## src/rtl/vram_arbiter.sv

```systemverilog
// Framebuffer RAM arbiter: scanout reads, a queued pixel writer and a
// clear/fill engine share one async-read/sync-write RAM port.
// Scanout always owns the port when it samples; the fill engine runs next,
// and the write FIFO drains only when both are idle.
module vram_arbiter #(
  parameter int ADDR_W     = 20,
  parameter int PIX_W      = 3,
  parameter int FIFO_DEPTH = 16
) (
  input  logic                          vclk,
  input  logic                          srst,
  input  logic                          scan_req_i,
  input  logic [ADDR_W-1:0]             scan_addr_i,
  output logic [PIX_W-1:0]              scan_pixel_o,
  input  logic                          wr_valid_i,
  output logic                          wr_ready_o,
  input  logic [ADDR_W-1:0]             wr_addr_i,
  input  logic [PIX_W-1:0]              wr_data_i,
  input  logic                          fill_start_i,
  input  logic [PIX_W-1:0]              fill_color_i,
  input  logic [ADDR_W-1:0]             fill_count_i,
  output logic                          fill_busy_o,
  output logic [$clog2(FIFO_DEPTH):0]   fifo_level_o,
  output logic [ADDR_W-1:0]             mem_addr_o,
  output logic                          mem_we_o,
  output logic [PIX_W-1:0]              mem_wdata_o,
  input  logic [PIX_W-1:0]              mem_rdata_i
);

  localparam int PTR_W = $clog2(FIFO_DEPTH);
  localparam int LVL_W = PTR_W + 1;

  typedef enum logic {ST_IDLE, ST_FILL} fill_st_e;

  fill_st_e          state_q, state_d;
  logic [ADDR_W-1:0] ptr_q, ptr_d;
  logic [ADDR_W-1:0] count_q, count_d;
  logic [PIX_W-1:0]  color_q, color_d;

  logic [ADDR_W-1:0] fq_addr [FIFO_DEPTH];
  logic [PIX_W-1:0]  fq_data [FIFO_DEPTH];
  logic [PTR_W-1:0]  wptr_q, wptr_d;
  logic [PTR_W-1:0]  rptr_q, rptr_d;
  logic [LVL_W-1:0]  level_q, level_d;

  logic full, empty, push, pop, fill_wr;

  // Readiness comes from the registered level only, so a pop in the same
  // cycle never frees a slot early; reset holds the writer off.
  assign full         = (level_q == LVL_W'(FIFO_DEPTH));
  assign empty        = (level_q == '0);
  assign wr_ready_o   = !srst && !full;
  assign push         = wr_valid_i && wr_ready_o;
  assign fill_wr      = (state_q == ST_FILL) && !scan_req_i && !srst;
  assign pop          = (state_q == ST_IDLE) && !scan_req_i && !empty && !srst;
  assign scan_pixel_o = mem_rdata_i;
  assign fill_busy_o  = (state_q == ST_FILL);
  assign fifo_level_o = level_q;

  // RAM port arbitration: scanout, then fill, then FIFO head.
  always_comb begin
    mem_addr_o  = scan_addr_i;
    mem_we_o    = 1'b0;
    mem_wdata_o = '0;
    if (!scan_req_i) begin
      if (state_q == ST_FILL) begin
        mem_addr_o  = ptr_q;
        mem_wdata_o = color_q;
        mem_we_o    = !srst;
      end else if (!empty) begin
        mem_addr_o  = fq_addr[rptr_q];
        mem_wdata_o = fq_data[rptr_q];
        mem_we_o    = !srst;
      end
    end
  end

  // Fill engine next state: start only from idle with a non-zero count,
  // advance only on cycles the scanout leaves free.
  always_comb begin
    state_d = state_q;
    ptr_d   = ptr_q;
    count_d = count_q;
    color_d = color_q;
    case (state_q)
      ST_IDLE: begin
        if (fill_start_i && (fill_count_i != '0)) begin
          color_d = fill_color_i;
          count_d = fill_count_i;
          ptr_d   = '0;
          state_d = ST_FILL;
        end
      end
      ST_FILL: begin
        if (fill_wr) begin
          if (ptr_q == count_q - ADDR_W'(1)) begin
            state_d = ST_IDLE;
          end else begin
            ptr_d = ptr_q + ADDR_W'(1);
          end
        end
      end
      default: state_d = ST_IDLE;
    endcase
  end

  // FIFO pointer and occupancy next state.
  always_comb begin
    wptr_d  = wptr_q;
    rptr_d  = rptr_q;
    level_d = level_q;
    if (push) wptr_d = wptr_q + PTR_W'(1);
    if (pop)  rptr_d = rptr_q + PTR_W'(1);
    case ({push, pop})
      2'b10:   level_d = level_q + LVL_W'(1);
      2'b01:   level_d = level_q - LVL_W'(1);
      default: level_d = level_q;
    endcase
  end

  // Control registers: fill state/pointer and FIFO bookkeeping.
  always_ff @(posedge vclk) begin
    if (srst) begin
      state_q <= ST_IDLE;
      ptr_q   <= '0;
      wptr_q  <= '0;
      rptr_q  <= '0;
      level_q <= '0;
    end else begin
      state_q <= state_d;
      ptr_q   <= ptr_d;
      wptr_q  <= wptr_d;
      rptr_q  <= rptr_d;
      level_q <= level_d;
    end
  end

  // Fill parameters latched on an accepted start; data only, no reset.
  always_ff @(posedge vclk) begin
    count_q <= count_d;
    color_q <= color_d;
  end

  // FIFO storage; an entry becomes visible at the head the cycle after push.
  always_ff @(posedge vclk) begin
    if (push) begin
      fq_addr[wptr_q] <= wr_addr_i;
      fq_data[wptr_q] <= wr_data_i;
    end
  end

endmodule

```

## config.mk

```make
export PLATFORM = sky130hd
export DESIGN_NAME = vram_arbiter
export DESIGN_NICKNAME = d
export VERILOG_FILES = /design/src/rtl/vram_arbiter.sv
export SDC_FILE = /design/constraint.sdc
export NUM_CORES = 1
export LEC_CHECK = 0
export BUFFER_PORTS_ARGS = -buffer_cell sky130_fd_sc_hd__buf_4
export CORE_UTILIZATION = 45
export CTS_BUF_LIST = sky130_fd_sc_hd__clkbuf_4
export CTS_CLUSTER_DIAMETER = 80
export DETAILED_ROUTE_END_ITERATION = 12
export MAX_ROUTING_LAYER = met4
export PLACE_DENSITY_LB_ADDON = 0.25
export SLEW_MARGIN = 20
export SYNTH_ARGS = -nofsm -noshare
export SYNTH_HDL_FRONTEND = slang
export SYNTH_SLANG_ARGS = --single-unit
```

## constraint.sdc

```tcl
create_clock -name vclk -period 3.3 [get_ports vclk]
set_input_delay 0.66 -clock vclk [delete_from_list [all_inputs] [get_ports vclk]]
set_output_delay 0.66 -clock vclk [all_outputs]
set_load 0.03 [all_outputs]
```

==> flow_summary_export.csv <==
group,metric,value,unit
pwr,power,11.60,mW
global_routing,grt_pass1_vias,10680,
logic_synthesis,syn_inst,975,
finish,fin_nets,1316,
detailed_routing,firstDrtPassIters,5,
clock_network,htree_levels,3,
clock_network,cts_tree,"done",
logic_synthesis,synth.yosys.seq_area_share,70.65,%
logic_synthesis,async_reset_ff_share,0,%
critical_path,crit_family,"multiplexers",
detailed_routing,totalWireLength,43590,microns
floorplan,initial_core_util,45.68,%
place,numPortBuffers,101,
detailed_routing,antenna_left,0,
sta,worst_slack,-398.9,ps
pwr,ir_drop,0.0002614,V
pwr,power.internal,8.826,mW
sta,post-route-min-period,3699,ps
sta,fmax,0.2703,GHz
hold_path,min_to,"count_q[8]",
sta,skew,40.31,ps
run_status,status,"finished with violations",
pwr,switching_share,23.88,%
logic_synthesis,syn_nets,1061,
critical_path,r2r_slack,-50,ps
place,place_hpwl,25050,microns
critical_path,worstPathRequired,2640,ps
critical_path,crit_top_cell,"mux4_2",
run_status,failed_checks,"negative setup slack",
pwr,power.leakage,7.095,nW
clock_network,numCtsBuffers,108,
clock_network,cts_buffer_depth,3,
logic_synthesis,synth-seq-cells,429,
finish,drive_gt1_share,41.87,%
place,pre_cts_slack,150.7,ps
critical_path,reg2reg_from,"count_q[1]",
floorplan,row_count,72,
critical_path,critPathLaunchType,"flop",
place,placed_cell_area,19410,sq um
hold_path,hold-path-cell-count,1,
sta,finalHoldViolations,0,
global_routing,grt_pass1_wl,64180,microns
detailed_routing,vias,10470,
critical_path,worstSetupEndpointType,"output port",
finish,finalInstanceArea,21710,sq um
clock_network,insertion_delay,800,ps
clock_network,clk_pin_slew_worst_paths,70,ps
pwr,comb_power_share,12.0,%
critical_path,cp_num_buf_inv,3,
critical_path,critPathKind,"reg2out",
detailed_routing,drt_iter0_drc,800,
floorplan,dieArea,40120,sq um
pwr,clkPwrFrac,35.9,%
floorplan,core,38740,sq um
logic_synthesis,synthFlopType,"edfxtp_1",
sta,tightest_slew,645.1,ps
logic_synthesis,synth-edff-count,391,
logic_synthesis,syn_area,17700,sq um
detailed_routing,avgViaCountPerCell,5.772,
floorplan,boundaryPins,108,
pwr,power.switching,2.769,mW
sta,drv_slew,0,
hold_path,hold_path_class,"in2reg",
critical_path,arrival,3040,ps
sta,relSlewSlack,56.89,%
critical_path,reg2regPathDepth,10,
logic_synthesis,yosysUniqueCellTypes,54,
critical_path,crit_path_top_delay_cell,"mux4_2",
place,place_congestion,0.8836,
logic_synthesis,yosys_warnings,0,
detailed_routing,wl_per_cell,24.04,microns
critical_path,path_max_fanout,9,
critical_path,crit_chain,"buf_12 > clkbuf_16 > mux4_2 > mux4_2 > a22oi_1 > o21ai_0 > buf_4",
floorplan,die_w,200.3,microns
detailed_routing,drc_errors,0,
sta,setup_viol,26,
global_routing,grt_start_max_net_pins,34,
global_routing,grt_use_total,22.35,%
clock_network,clkSinkCount,429,
critical_path,rr_endpoint,"ptr_q[17]",
critical_path,slowest_delay,510,ps
global_routing,grt_overflow,0,
job,max_cap_viol_count,0,
logic_synthesis,syn_area_per_cell,18.15,sq um
finish,area_delta_synth_final,22.66,%
hold_path,hp-start,"fill_count_i[8]",
global_routing,antenna_found_initial,3,
sta,rsz0062_at_grt,"true",
clock_network,clockRootBuffer,"clkbuf_4",
floorplan,die_h,200.3,microns
pwr,p_seq_share,52.1,%
sta,finalCritPeriodShare,112.1,%
pwr,power_density,534.2,nW/um^2
==> cell usage after synthesis, types with 2 or more instances <==
cell type	instances	share of area, %
a211oi_1	7	0.30
a21o_1	4	0.17
a21oi_1	33	0.93
a22o_1	3	0.15
a22oi_1	40	1.7
a31oi_1	2	0.071
and2_1	2	0.071
and3_1	9	0.32
and3b_1	2	0.099
and4_1	2	0.099
buf_1	11	0.23
buf_4	4	0.17
buf_6	3	0.19
clkbuf_1	42	0.89
dfxtp_1	38	4.3
edfxtp_1	391	66
ha_1	11	0.78
inv_1	9	0.19
mux2i_1	5	0.28
mux4_2	112	14
nand2_1	25	0.53
nand2b_1	2	0.071
nand3_1	12	0.34
nand3b_1	2	0.085
nand4_1	5	0.18
nand4b_1	5	0.25
nor2_1	37	0.78
nor2b_1	8	0.28
nor3_1	14	0.40
nor3b_1	3	0.13
nor4_1	19	0.67
o2111ai_1	2	0.099
o21a_1	4	0.17
o21ai_0	24	0.68
o21ai_1	8	0.23
o31a_1	4	0.20
o31ai_1	12	0.51
or3_1	5	0.18
or4_1	11	0.47
xnor2_1	15	0.74
xor2_1	15	0.74
==> sequential cells by signal, indices dropped and copies added, names as in the netlist, named ones only <==
| register | cells |
|---|---|
| count_q | 20 |
| fill_busy_o | 1 |
| fq_data | 48 |
| ptr_q | 20 |
| fifo_level_o | 5 |
| rptr_q | 4 |
| wptr_q | 4 |
| fq_addr | 320 |
| color_q | 3 |
==> repair_timing <==
| action | CTS | global route |
|---|---|---|
| cloned | 2 | 7 |
| endpoints found under the hold margin | 21 | 0 |
| pin swaps | 1 | 29 |
| setup endpoints to repair | 23 | 33 |
| hold buffers | 21 | 0 |
| resized for setup | 28 | 75 |
| setup buffers | 12 | 14 |
==> layout make-up <==
| type | count | area (sq um) |
|---|---|---|
| Antenna cell | 3 | 7.507 |
| Clock buffer | 157 | 1179 |
| Clock inverter | 15 | 85.08 |
| Fill cell | 3038 | 17030 |
| Inverter | 9 | 33.78 |
| Multi-Input combinational cell | 476 | 5226 |
| Sequential cell | 429 | 12510 |
| Tap cell | 518 | 648.1 |
| Timing Repair Buffer | 206 | 2016 |
==> logic make-up (layout without fill, tap and decap cells) <==
group / Yosys count / after routing / synth area share, %
muxes: 117 / 117 / 14.54
AOI/OAI and AO/OA: 148 / 148 / 5.437
and+or+nand+nor: 169 / 169 / 5.296
other: 0 / 3 / 0
buffers and inverters: 70 / 387 / 1.704
DFF: 429 / 429 / 70.65
xor gates and xnor gates: 30 / 30 / 1.485
adders and majority gates: 12 / 12 / 0.8909
==> worst max-delay path by stage <==
| stage | slack (ps) | from | cells after the start | endpoint |
|---|---|---|---|---|
| detailed placement | 150 | count_q[4] | 9 | ptr_q[17] |
| floorplan | -420 | fifo_level_o[0] | 6 | fq_addr[0][0] |
| finish | -400 | flop | 7 | mem_addr_o[1] |
| CTS | -480 | flop | 7 | mem_addr_o[5] |
| global placement | 200 | count_q[4] | 9 | ptr_q[7] |
| global route | -540 | flop | 7 | mem_addr_o[4] |
==> routing by layer <==
| metal | wire length, microns | global-route usage, % |
|---|---|---|
| met1 | 18450 | 28.80 |
| met2 | 21500 | 35.01 |
| met3 | 2679 | 4.670 |
| met4 | 956 | 8.561 |
| met5 | 0 | - |
==> power by group through the flow <==
stage | sequential, mW | combinational (mW) | clock [mW]
floorplan | 6.15 | 0.678 | 0
global placement | 6.16 | 1.10 | 0
detailed placement | 6.16 | 1.11 | 0
CTS | 6.04 | 1.23 | 4.31
global route | 6.04 | 1.47 | 4.58
finish | 6.04 | 1.39 | 4.17
==> layout by cell type (no fill, tap or decap), types with 15 or more instances in the layout <==
cell type	count
edfxtp_1	391
clkbuf_4	157
buf_4	148
mux4_2	112
dfxtp_1	35
nand2_1	25
nor2_1	24
a21oi_1	23
a22oi_1	22
dlygate4sd3_1	21
o21ai_1	20
a22oi_2	18
xnor2_1	15
nor4_1	15
xor2_1	15
==> per-stage QoR <==
stage	hold WS (ps)	setup TNS, ps	cells	utilization [%]
floorplan	480.4	-29260	975	-
global placement	528.2	0	1583	50.10
detailed placement	533.1	0	1583	50.10
CTS	26.61	-10030	1790	54.51
global route	28.00	-11120	1813	56.03
finish	95.18	-7598	1813	56.03
Power figures use the tool's default switching activity.
